<file path="src/rtl/olivia_pkg.sv">
// Shared fetch-stage types and constants: address/instruction widths, PC step and FSM encoding.
package olivia_pkg;

   localparam int ADDR_W  = 64;
   localparam int INSTR_W = 32;

   localparam logic [ADDR_W-1:0] PC_STEP = 64'd4;

   typedef enum logic [1:0] {
      FETCH = 2'b00,
      WAIT  = 2'b01,
      DROP  = 2'b10,
      HOLD  = 2'b11
   } fetch_state_t;

   // Instructions are word aligned, so the two low address bits are always cleared.
   function automatic logic [ADDR_W-1:0] align_pc(input logic [ADDR_W-1:0] addr);
      return addr & ~ADDR_W'(3);
   endfunction

endpackage

</file>
<file path="src/rtl/fetch_stage_if.sv">
// Fetch-stage bus: instruction-memory request/response plus the decode-side handshake.
interface fetch_stage_if;
   import olivia_pkg::*;

   logic               imem_req_valid;
   logic               imem_req_ready;
   logic [ADDR_W-1:0]  imem_req_addr;
   logic               imem_rsp_valid;
   logic [INSTR_W-1:0] imem_rsp_data;
   logic               if_valid;
   logic               if_ready;
   logic [INSTR_W-1:0] if_instr;
   logic [ADDR_W-1:0]  if_pc;

   modport master (
      output imem_req_valid, imem_req_addr, if_valid, if_instr, if_pc,
      input  imem_req_ready, imem_rsp_valid, imem_rsp_data, if_ready
   );

   modport slave (
      input  imem_req_valid, imem_req_addr, if_valid, if_instr, if_pc,
      output imem_req_ready, imem_rsp_valid, imem_rsp_data, if_ready
   );

endinterface

</file>
<file path="src/rtl/fetch_stage_perf_counters.sv">
// Saturating fetched/flushed event counters; only present when FETCH_PERF_EN is defined.
`ifdef FETCH_PERF_EN
module fetch_perf_counters (
   input  logic        clk,
   input  logic        reset,
   input  logic        fetched_inc,
   input  logic        flushed_inc,
   output logic [31:0] perf_fetched,
   output logic [31:0] perf_flushed
);

   // Counters stick at all-ones instead of wrapping.
   always_ff @(posedge clk or posedge reset) begin
      if (reset) begin
         perf_fetched <= '0;
         perf_flushed <= '0;
      end else begin
         if (fetched_inc && (perf_fetched != '1)) perf_fetched <= perf_fetched + 32'd1;
         if (flushed_inc && (perf_flushed != '1)) perf_flushed <= perf_flushed + 32'd1;
      end
   end

endmodule
`endif

</file>
<file path="src/rtl/fetch_stage.sv">
// Instruction fetch stage: one outstanding imem request, held instruction to decode, branch redirect.
// Define FETCH_PERF_EN to add the perf_fetched/perf_flushed counter outputs.
module fetch_stage
   import olivia_pkg::*;
#(
   parameter logic [ADDR_W-1:0] RESET_PC = '0
) (
   input  logic              clk,
   input  logic              reset,
   fetch_stage_if.master     bus,
   input  logic              redirect,
   input  logic [ADDR_W-1:0] redirect_pc
`ifdef FETCH_PERF_EN
   ,
   output logic [31:0]       perf_fetched,
   output logic [31:0]       perf_flushed
`endif
);

   fetch_state_t       state, state_next;
   logic [ADDR_W-1:0]  pc, pc_next;
   logic [ADDR_W-1:0]  pc_q;
   logic [INSTR_W-1:0] instr_q;
   logic               valid_q, valid_next;
   logic               capture;

   always_ff @(posedge clk or posedge reset) begin
      if (reset) begin
         state   <= FETCH;
         pc      <= RESET_PC;
         valid_q <= 1'b0;
         instr_q <= '0;
         pc_q    <= '0;
      end else begin
         state   <= state_next;
         pc      <= pc_next;
         valid_q <= valid_next;
         if (capture) begin
            instr_q <= bus.imem_rsp_data;
            pc_q    <= pc;
         end
      end
   end

   // A redirect wins over every other event; a response still owed to memory sends us to DROP.
   always_comb begin
      state_next = state;
      pc_next    = pc;
      valid_next = valid_q;
      capture    = 1'b0;
      if (redirect) begin
         pc_next = align_pc(redirect_pc);
         case (state)
            WAIT, DROP: state_next = bus.imem_rsp_valid ? FETCH : DROP;
            HOLD: begin
               valid_next = 1'b0;
               state_next = FETCH;
            end
            default: state_next = FETCH;
         endcase
      end else begin
         case (state)
            FETCH: if (bus.imem_req_ready) state_next = WAIT;
            WAIT: if (bus.imem_rsp_valid) begin
               capture    = 1'b1;
               valid_next = 1'b1;
               pc_next    = pc + PC_STEP;
               state_next = HOLD;
            end
            HOLD: if (bus.if_ready) begin
               valid_next = 1'b0;
               state_next = FETCH;
            end
            DROP: if (bus.imem_rsp_valid) state_next = FETCH;
            default: state_next = FETCH;
         endcase
      end
   end

   assign bus.imem_req_valid = (state == FETCH) && !redirect;
   assign bus.imem_req_addr  = pc;
   assign bus.if_valid       = valid_q;
   assign bus.if_instr       = instr_q;
   assign bus.if_pc          = pc_q;

`ifdef FETCH_PERF_EN
   logic fetched_inc;
   logic flushed_inc;

   assign fetched_inc = (state == HOLD) && bus.if_ready && !redirect;
   assign flushed_inc = (redirect && (state == HOLD)) ||
                        (bus.imem_rsp_valid && ((state == DROP) || ((state == WAIT) && redirect)));

   fetch_perf_counters u_perf (
      .clk          (clk),
      .reset        (reset),
      .fetched_inc  (fetched_inc),
      .flushed_inc  (flushed_inc),
      .perf_fetched (perf_fetched),
      .perf_flushed (perf_flushed)
   );
`endif

   // Memory may only answer a request that is actually outstanding.
   rsp_only_when_outstanding: assert property (
      @(posedge clk) disable iff (reset)
      bus.imem_rsp_valid |-> ((state == WAIT) || (state == DROP))
   );

endmodule

</file>
<file path="src/flat_wrapper.sv">
// flat-port wrapper written by rule: the top's interface ports become plain ports
module fetch_stage_flat import olivia_pkg::*;
#(
   parameter logic [ADDR_W-1:0] RESET_PC = '0
)
  (clk, reset, redirect, redirect_pc, bus_imem_req_valid, bus_imem_req_addr, bus_if_valid, bus_if_instr, bus_if_pc, bus_imem_req_ready, bus_imem_rsp_valid, bus_imem_rsp_data, bus_if_ready);
  fetch_stage_if bus_i ();
  input  logic clk;
  input  logic reset;
  input  logic redirect;
  input  logic [ADDR_W-1:0] redirect_pc;
  output wire logic [$bits(bus_i.imem_req_valid)-1:0] bus_imem_req_valid;
  output wire logic [$bits(bus_i.imem_req_addr)-1:0] bus_imem_req_addr;
  output wire logic [$bits(bus_i.if_valid)-1:0] bus_if_valid;
  output wire logic [$bits(bus_i.if_instr)-1:0] bus_if_instr;
  output wire logic [$bits(bus_i.if_pc)-1:0] bus_if_pc;
  input wire logic [$bits(bus_i.imem_req_ready)-1:0] bus_imem_req_ready;
  input wire logic [$bits(bus_i.imem_rsp_valid)-1:0] bus_imem_rsp_valid;
  input wire logic [$bits(bus_i.imem_rsp_data)-1:0] bus_imem_rsp_data;
  input wire logic [$bits(bus_i.if_ready)-1:0] bus_if_ready;
  assign bus_imem_req_valid = bus_i.imem_req_valid;
  assign bus_imem_req_addr = bus_i.imem_req_addr;
  assign bus_if_valid = bus_i.if_valid;
  assign bus_if_instr = bus_i.if_instr;
  assign bus_if_pc = bus_i.if_pc;
  assign bus_i.imem_req_ready = bus_imem_req_ready;
  assign bus_i.imem_rsp_valid = bus_imem_rsp_valid;
  assign bus_i.imem_rsp_data = bus_imem_rsp_data;
  assign bus_i.if_ready = bus_if_ready;
  fetch_stage #(.RESET_PC(RESET_PC)) u_core (.clk(clk), .reset(reset), .bus(bus_i), .redirect(redirect), .redirect_pc(redirect_pc));
endmodule
</file>
<file path="config.mk">
export PLATFORM = sky130hd
export DESIGN_NAME = fetch_stage_flat
export DESIGN_NICKNAME = d
export VERILOG_FILES = /design/src/rtl/olivia_pkg.sv /design/src/rtl/fetch_stage_if.sv /design/src/rtl/fetch_stage_perf_counters.sv /design/src/rtl/fetch_stage.sv /design/src/flat_wrapper.sv
export SDC_FILE = /design/constraint.sdc
export NUM_CORES = 1
export LEC_CHECK = 0
export CAP_MARGIN = 20
export CORE_ASPECT_RATIO = 1.1
export CORE_MARGIN = 4
export CORE_UTILIZATION = 40
export DETAILED_ROUTE_END_ITERATION = 6
export GPL_TIMING_DRIVEN = 0
export HOLD_SLACK_MARGIN = 0.08
export PLACE_DENSITY = 0.78
export RECOVER_POWER = 50
export REMOVE_ABC_BUFFERS = 1
export SLEW_MARGIN = 5
export SYNTH_ARGS = -nofsm -noshare
export SYNTH_HDL_FRONTEND = slang
export SYNTH_SLANG_ARGS = --single-unit
</file>
<file path="constraint.sdc">
create_clock -name clk -period 5.2 [get_ports clk]
set_clock_uncertainty 0.2 [all_clocks]
set_input_delay 0.52 -clock clk [delete_from_list [all_inputs] [get_ports clk]]
set_output_delay 0.52 -clock clk [all_outputs]
set_load 0.05 [all_outputs]
</file>
==> results of run 1 <==
worst register-to-register path, delay by kind of cell, from the launching register on:
| family | cells | cell delay (ns) |
|---|---|---|
| DFF | 1 | 0.41 |
| buffers and inverters | 1 | 0.09 |
| and+or+nand+nor | 4 | 2.72 |
| adders and majority gates | 1 | 0.38 |
| AOI/OAI and AO/OA | 1 | 0.18 |
final cells by class:
cell class                      count  share of cell area
Multi-Input combinational cell    451               0.300
Clock buffer                       18              0.0396
Inverter                           10             0.00346
Clock inverter                     14              0.0167
Timing Repair Buffer              260               0.245
Sequential cell                   159               0.367
Tap cell                          243              0.0281
state kept, by name (all words and copies together) (netlist names):
| register | flops |
|---|---|
| u_core.bus.if_valid | 1 |
| u_core.bus.if_pc | 62 |
| u_core.state | 2 |
| u_core.bus.imem_req_addr | 62 |
| u_core.bus.if_instr | 32 |
per-stage QoR:
stage | cells | area (sq um) | utilization
2_1_floorplan | 620 | 7260 | -
3_3_place_gp | 1120 | 10100 | 0.552
3_5_place_dp | 1123 | 10200 | 0.558
4_1_cts | 1155 | 10800 | 0.591
5_1_grt | 1155 | 10800 | 0.591
6_report | 1155 | 10800 | 0.591
report_power, final:
group	switching (mW)	leakage [nW]	internal (mW)
clock	0.535	0.289	0.765
sequential	0.260	1.90	1.65
combinational	1.94	2.17	1.03
total	2.74	4.36	3.45
logic make-up after synthesis:
group / Yosys count / share of synthesized area
flip-flops: 159 / 0.535
AND/OR/NAND/NOR: 219 / 0.163
buffers and inverters: 51 / 0.0308
multiplexers: 97 / 0.146
XOR/XNOR: 40 / 0.0471
other: 1 / 0.000504
AO/OA/AOI/OAI: 86 / 0.0693
adder cells (fa/ha/maj): 5 / 0.00841
per-layer routing:
layer,wire (microns),share of wire,vias up
met1,8930,0.43,2931
met5,0,0,-
met3,1340,0.065,22
met2,10100,0.49,186
met4,288,0.014,0
li1,-,-,2888
final timing paths:
path	start	end	slack, ns	cells after the start
hold / removal	u_core.bus.if_pc[47]	u_core.bus.if_pc[47]	0.28	2
min in group asynchronous	reset	u_core.bus.if_instr[30]	1.49	2
max in group asynchronous	reset	u_core.bus.imem_req_addr[31]	1.49	2
setup reg to reg	u_core.state[1]	u_core.bus.imem_req_addr[63]	1.15	7
hold reg to reg	u_core.bus.if_pc[47]	u_core.bus.if_pc[47]	0.28	2
setup / recovery	u_core.state[1]	u_core.bus.imem_req_addr[63]	1.15	7
placed cells by master (no fill, tap or decap), drive strengths merged, types with 2 or more instances in the layout:
cell / instances
o31a: 4
bufinv: 3
xnor2: 14
mux2: 94
or4: 14
and2: 3
nand3: 23
nor3: 8
nor2: 26
clkdlybuf4s50: 189
nor2b: 2
clkinvlp: 3
nand2b: 3
nand2: 64
a21oi: 2
dfrtp: 159
conb: 4
mux2i: 3
inv: 14
o31ai: 11
buf: 4
nor4: 16
ha: 5
xor2: 26
clkbuf: 18
dlygate4sd3: 67
and4: 5
and3: 10
nand4: 32
a31oi: 17
o21ai: 45
or3: 9
clkinv: 4
o22ai: 2
==> impl_metrics.csv, run 1 <==
group,metric,value,unit
worst_setup_path,worst_ep_required_time,5.33,ns
sta,setup-tns-final,0,ns
grt,grt_pass1_vias,5979,
synth,synth_area,7440,sq um
power,p_per_area,571,nW/um^2
placed_design,io_buffers,257,
synth,synth_top_area_frac,0.535,
route,drt_iter0_drc,269,
layout,seq_area,3980,sq um
layout,area_growth,45.7,%
layout,drive_gt1_frac,0.157,
placed_design,gp_congestion,0.807,
route,avgViaCountPerCell,5.22,
route,wl,20700,microns
synth,synthFlopType,"dfrtp_1",
power,finalPower,6.18,mW
sta,worst_slew_pin_slew,3.14,ns
worst_setup_path,slowest_stage,"nor4_4",
sta,relSlewSlack,-1.09,
grt,use_met3,0.0628,
floorplanning,die_w,138,microns
synth,synth_edf_count,0,
sta,fin_hold_ws,0.283,ns
worst_setup_path,end_kind,"flip-flop",
floorplanning,ioPinCount,264,
cts,clk_pin_slew,0.07,ns
worst_setup_path,slowest_delay,0.88,ns
synth,async_reset_ff_frac,1.00,
synth,syn_avg_cell_area,11.3,sq um
grt,antenna_found_initial,0,
sta,post-route-period-util,0.780,
floorplanning,initial_core_util,0.405,
worst_setup_path,path_max_fanout,17,
floorplanning,die_h,151,microns
synth,ys_types,52,
power,peakVddDrop,0.000351,V
layout,diodes,0,
cts,insertion_delay,0.41,ns
grt,grt.overflow.total,0,
grt,grt_pass1_wl,32600,microns
cts,post_cts_buffers,0,
synth,yosysMostFrequentCell,"dfrtp_1",
layout,final_nets,1006,
route,drt.antenna.violating_nets,0,
synth,synth.largest_area_cell,"dfrtp_1",
power,leakage,4.36,nW
worst_setup_path,cpMostUsedCell,"nand4_1",
placed_design,dp_hpwl,15000,microns
cts,cts_buffers,17,
worst_setup_path,path_cells,"inv_1 -> ha_1 -> nand4_1 -> nor4_4 -> nand4_1 -> or4_1 -> a31oi_1",
floorplanning,die_area,20800,sq um
synth,ys_ff_latch,159,
synth,synth_seq_area_share,0.535,
route,vias,6027,
route,post-route-drc-count,0,
worst_setup_path,path_class,"flip-flop to flip-flop",
floorplanning,core,18300,sq um
route,routedWlPerCell,17.9,microns
run_status,outcome,"finished, violations left",
worst_hold_path,min_path_type,"flip-flop to flip-flop",
worst_setup_path,cp-start-kind,"flip-flop",
worst_setup_path,arrival,4.19,ns
grt,grt_use_total,0.196,
sta,post-route-min-period,4.05,ns
route,first_pass_iters,4,
cts,cts_sinks,159,
sta,drv_slew,82,
sta,setup_ws,1.15,ns
sta,fmax,247,MHz
cts,ctsHtreeMaxLevel,4,
sta,final-setup-viol-count,0,
layout,fill_cells,1563,
grt,grt_use_met2,0.329,
sta,rsz0062_at_grt,"false",
synth,synth_area_leaders,"dfrtp_1 53%, mux2_2 14%, nand2_1 3.2%",
synth,syn_inst,658,
run_status,violations,"max-capacitance violations, max-slew violations",
layout,multi_input_area,3250,sq um
placed_design,dp_slack,0.760,ns
run,cap_viol_max_count,1,
cts,ctsHoldBuffers,0,
grt,busiest_layer,"met2",
cts,clockRootBuffer,"clkbuf_16",
synth,yosysWarnings,0,
synth,synth_common_cells,"159 x dfrtp_1, 94 x mux2_2, 64 x nand2_1, 45 x o21ai_0, 32 x nand4_1",
cts,ctsResizeCount,0,
cts,clock_path_buffers,2,
sta,final_hold_viol_count,0,
worst_setup_path,critPathTopFamily,"simple AND/OR/NAND/NOR gates",
grt,grt_max_degree,94,
worst_setup_path,critPathBufInv,1,
floorplanning,rows,52,
grt,globalRouteMet1Util,0.249,
cts,cts_tree,"built",
(Power assumes the default switching activity.)
==> run 2: changes to the inputs <==
--- a/config.mk
+++ b/config.mk
@@ -12,7 +12,7 @@
 export DETAILED_ROUTE_END_ITERATION = 6
 export GPL_TIMING_DRIVEN = 0
 export HOLD_SLACK_MARGIN = 0.08
-export PLACE_DENSITY = 0.78
+export PLACE_DENSITY = 0.76
 export RECOVER_POWER = 50
 export REMOVE_ABC_BUFFERS = 1
 export SLEW_MARGIN = 5
==> constraint.sdc (replaced) <==
create_clock -name clk -period 4.1 [get_ports clk]
set_clock_uncertainty 0.2 [all_clocks]
set_input_delay 0.41 -clock clk [delete_from_list [all_inputs] [get_ports clk]]
set_output_delay 0.41 -clock clk [all_outputs]
set_load 0.05 [all_outputs]
==> impl_metrics.csv, run 2 (same netlist as run 1, synthesis figures left out) <==
group,metric,value,unit
run_status,outcome,"finished, violations left",
run_status,violations,"max-capacitance violations, max-slew violations",
layout,fill_cells,1565,
worst_setup_path,path_cells,"inv_1 -> ha_1 -> nand4_1 -> nor4_4 -> buf_4 -> nand4_1 -> or4_1 -> a31oi_1",
worst_setup_path,arrival,3.53,ns
route,post-route-drc-count,0,
route,routedWlPerCell,18.0,microns
cts,cts_sinks,159,
power,finalPower,7.86,mW
worst_setup_path,slowest_stage,"or4_1",
placed_design,placed_area,10200,sq um
worst_setup_path,worst_ep_required_time,4.24,ns
power,peakVddDrop,0.000561,V
worst_setup_path,cp-start-kind,"flip-flop",
power,p_per_area,722,nW/um^2
run,cap_viol_max_count,1,
layout,area_growth,46.4,%
layout,final_nets,1011,
sta,post-route-min-period,3.39,ns
power,leakage,4.40,nW
floorplanning,ioPinCount,264,
placed_design,gp_congestion,0.815,
route,vias,6044,
placed_design,dp_hpwl,14900,microns
route,avgViaCountPerCell,5.21,
worst_setup_path,end_kind,"flip-flop",
grt,grt_pass1_vias,6000,
floorplanning,initial_core_util,0.405,
grt,grt_use_total,0.200,
floorplanning,rows,52,
cts,ctsHtreeMaxLevel,4,
route,wl,20900,microns
worst_setup_path,critPathBufInv,2,
grt,grt.overflow.total,0,
sta,drv_slew,51,
layout,multi_input_area,3250,sq um
floorplanning,die_h,151,microns
cts,ctsHoldBuffers,0,
worst_hold_path,min_path_type,"flip-flop to flip-flop",
worst_setup_path,critPathTopFamily,"simple AND/OR/NAND/NOR gates",
cts,clk_pin_slew,0.06,ns
cts,insertion_delay,0.42,ns
sta,worst_slew_pin_slew,2.36,ns
sta,final_hold_viol_count,0,
cts,cts_buffers,17,
route,first_pass_iters,6,
floorplanning,core,18300,sq um
route,drt_iter0_drc,266,
layout,final_common_cell,"clkdlybuf4s50_1",
grt,grt_max_degree,110,
placed_design,io_buffers,257,
worst_setup_path,path_max_fanout,17,
floorplanning,die_w,138,microns
grt,antenna_found_initial,0,
sta,post-route-period-util,0.828,
worst_setup_path,path_class,"flip-flop to flip-flop",
layout,seq_area,3980,sq um
cts,cts_tree,"built",
layout,drive_gt1_frac,0.162,
layout,layout_common_cells,"188 x clkdlybuf4s50_1, 159 x dfrtp_1, 94 x mux2_2, 68 x dlygate4sd3_1, 64 x nand2_1",
route,drt.antenna.violating_nets,0,
cts,ctsResizeCount,0,
layout,diodes,0,
floorplanning,die_area,20800,sq um
sta,final-setup-viol-count,0,
cts,clockRootBuffer,"clkbuf_16",
sta,rsz0062_at_grt,"false",
sta,fmax,295,MHz
sta,relSlewSlack,-0.583,
cts,clock_path_buffers,2,
worst_setup_path,cpMostUsedCell,"nand4_1",
layout,final_cell_area,10900,sq um
grt,grt_pass1_wl,33200,microns
worst_setup_path,slowest_delay,0.70,ns
## run 2: where the power goes
part / total, mW / internal (mW) / switching, mW
clock network: 1.67 / 1.01 / 0.657
registers: 2.42 / 2.10 / 0.325
logic: 3.77 / 1.30 / 2.47
total: 7.86 / 4.41 / 3.45
## run 2: cell type report
type / instances / area share
flip-flops and latches: 159 / 0.365
multi-input cells: 451 / 0.299
repair buffers: 265 / 0.247
clock buffers: 21 / 0.0432
well taps: 243 / 0.0279
clock inverters: 11 / 0.0139
inverters: 10 / 0.00356
## run 2: layer usage
layer	global-route usage	vias to the layer above	share of wire
met2	0.325	186	0.48
met4	0.0440	0	0.0094
li1	-	2902	-
met3	0.0616	14	0.060
met5	0	-	0
met1	0.265	2942	0.45
## run 2: timing repair
item | CTS | global route
setup buffers | 0 | 5
endpoints found under the hold margin | 0 | 0
setup endpoints to repair | 4 | 7
pin swaps | 1 | 1
gates cloned | 0 | 0
## run 2: stage by stage
step	worst slack, ns	hold slack [ns]	utilization	setup TNS, ns	instances
after CTS	0.0337	0.202	0.592	0	1155
after global routing	0.473	0.307	0.593	0	1160
final	0.707	0.282	0.593	0	1160
after detailed placement	-0.278	0.274	0.558	-1.56	1123
after floorplan	-0.802	0.277	-	-181.73	620
after global placement	-5.94	0.263	0.552	-1105.69	1120
## run 2: worst reg2reg max path, delay by kind of cell (launching register included)
family | cells | cell delay (ns)
adder cells (fa/ha/maj) | 1 | 0.39
AND/OR/NAND/NOR | 4 | 1.83
buffers and inverters | 2 | 0.29
flip-flops | 1 | 0.41
AO/OA/AOI/OAI | 1 | 0.18
## run 2: worst paths after layout
path                                 startpoint                      endpoint  cells after the start  slack (ns)
setup / recovery                u_core.state[1]  u_core.bus.imem_req_addr[61]                      8        0.71
hold / removal             u_core.bus.if_pc[47]          u_core.bus.if_pc[47]                      2        0.28
setup reg to reg                u_core.state[1]  u_core.bus.imem_req_addr[61]                      8        0.71
hold reg to reg            u_core.bus.if_pc[47]          u_core.bus.if_pc[47]                      2        0.28
max in group asynchronous                 reset  u_core.bus.imem_req_addr[32]                      3        1.48
min in group asynchronous                 reset       u_core.bus.if_instr[26]                      2        0.88
==> run 3: changes to the inputs <==
==> constraint.sdc (replaced) <==
create_clock -name clk -period 3.5 [get_ports clk]
set_clock_uncertainty 0.2 [all_clocks]
set_input_delay 0.35 -clock clk [delete_from_list [all_inputs] [get_ports clk]]
set_output_delay 0.35 -clock clk [all_outputs]
set_load 0.05 [all_outputs]
==> impl_metrics.csv, run 3 (same netlist as run 1, synthesis figures left out) <==
group,metric,value,unit
sta,post-route-period-util,0.934,
placed_design,gp_congestion,0.815,
layout,layout_common_cells,"186 x clkdlybuf4s50_1, 159 x dfrtp_1, 94 x mux2_2, 70 x dlygate4sd3_1, 64 x nand2_1",
worst_setup_path,slowest_stage,"or4_1",
worst_setup_path,path_cells,"inv_1 -> ha_1 -> nand3_1 -> nor4_4 -> nand3_1 -> or4_1 -> a31oi_1",
floorplanning,initial_core_util,0.405,
sta,setup-tns-final,0,ns
grt,grt_use_total,0.201,
layout,area_growth,46.4,%
cts,clock_path_buffers,2,
grt,grt_pass1_wl,33300,microns
sta,fin_hold_ws,0.283,ns
layout,final_core_util,0.593,
grt,grt_use_met2,0.326,
worst_setup_path,arrival,3.40,ns
cts,cts_buffers,17,
worst_setup_path,path_class,"flip-flop to flip-flop",
floorplanning,die_h,151,microns
cts,ctsResizeCount,0,
cts,cts_sinks,159,
sta,fmax,306,MHz
placed_design,io_buffers,257,
worst_setup_path,end_kind,"flip-flop",
sta,final_hold_viol_count,0,
route,drt_iter0_drc,267,
cts,insertion_delay,0.42,ns
power,finalPower,9.20,mW
worst_setup_path,worst_ep_required_time,3.63,ns
placed_design,dp_hpwl,14900,microns
sta,drv_slew,51,
worst_setup_path,cp-start-kind,"flip-flop",
layout,drive_gt1_frac,0.161,
grt,grt_pass1_vias,6009,
cts,cts_tree,"built",
worst_setup_path,slowest_delay,0.65,ns
layout,final_common_cell,"clkdlybuf4s50_1",
cts,clk_pin_slew,0.06,ns
grt,grt.overflow.total,0,
worst_setup_path,path_max_fanout,12,
grt,globalRouteMet1Util,0.267,
sta,post-route-min-period,3.27,ns
grt,grt_max_degree,110,
cts,ctsHtreeMaxLevel,4,
worst_hold_path,min_path_type,"flip-flop to flip-flop",
grt,busiest_layer,"met2",
floorplanning,rows,52,
layout,diodes,0,
route,avgViaCountPerCell,5.22,
sta,worst_slew_pin_slew,2.03,ns
worst_setup_path,cpMostUsedCell,"nand3_1",
route,routedWlPerCell,18.0,microns
cts,clockRootBuffer,"clkbuf_16",
run,cap_viol_max_count,1,
floorplanning,die_w,138,microns
floorplanning,core,18300,sq um
cts,ctsHoldBuffers,0,
sta,rsz0062_at_grt,"false",
run_status,violations,"max-capacitance violations, max-slew violations",
power,p_per_area,845,nW/um^2
route,drt.antenna.violating_nets,0,
power,leakage,4.40,nW
route,post-route-drc-count,0,
grt,antenna_found_initial,0,
route,first_pass_iters,4,
run_status,outcome,"finished, violations left",
floorplanning,ioPinCount,264,
placed_design,dp_slack,-0.818,ns
sta,setup_ws,0.232,ns
route,vias,6055,
power,peakVddDrop,0.000657,V
route,wl,20900,microns
layout,fill_cells,1566,
floorplanning,die_area,20800,sq um
grt,use_met3,0.0616,
sta,relSlewSlack,-0.355,
layout,final_nets,1011,
sta,final-setup-viol-count,0,
run 3: layer usage:
metal / part of all wire / vias to the layer above
met1: 0.45 / 2954
met5: 0 / -
met3: 0.059 / 10
met4: 0.0085 / 0
met2: 0.49 / 195
li1: - / 2896
run 3: where the power goes:
part | internal [mW] | switching, mW
clock network | 1.19 | 0.765
logic | 1.52 | 2.89
registers | 2.46 | 0.380
run 3: final cells by class:
cell class | count | area, sq um | area share
Sequential cell | 159 | 3980 | 0.365
Timing Repair Buffer | 265 | 2690 | 0.247
Clock buffer | 21 | 470 | 0.0432
Inverter | 10 | 37.5 | 0.00345
Clock inverter | 11 | 151 | 0.0139
Multi-Input combinational cell | 451 | 3250 | 0.299
Tap cell | 243 | 304 | 0.0279
run 3: repair_timing:
item                                   in CTS  in global routing
gates cloned                                0                  0
buffers inserted                            1                  4
pin swaps                                   2                  0
setup endpoints to repair                   9                  4
endpoints found under the hold margin       0                  0
run 3: per-stage QoR:
stage | std cells | instance area [sq um]
after global placement | 1120 | 10100
after CTS | 1156 | 10900
after floorplan | 620 | 7260
after detailed placement | 1123 | 10200
after global routing | 1160 | 10900
final | 1160 | 10900
run 3: path summary, 6_finish.rpt:
kind / endpoint / from / slack [ns] / cells past startpoint
max: u_core.bus.imem_req_addr[54] / u_core.state[1] / 0.23 / 7
max in group asynchronous: u_core.bus.imem_req_addr[32] / reset / 0.87 / 3
min in group asynchronous: u_core.bus.if_instr[26] / reset / 0.84 / 2
min: u_core.bus.if_pc[47] / u_core.bus.if_pc[47] / 0.28 / 2
max reg2reg: u_core.bus.imem_req_addr[54] / u_core.state[1] / 0.23 / 7
min reg2reg: u_core.bus.if_pc[47] / u_core.bus.if_pc[47] / 0.28 / 2
run 3: critical path, delay by kind of cell, from the launching register on:
| family | cells | cell delay [ns] |
|---|---|---|
| AO/OA/AOI/OAI | 1 | 0.17 |
| flip-flops | 1 | 0.41 |
| AND/OR/NAND/NOR | 4 | 1.90 |
| buffers and inverters | 1 | 0.09 |
| adder cells (fa/ha/maj) | 1 | 0.39 |
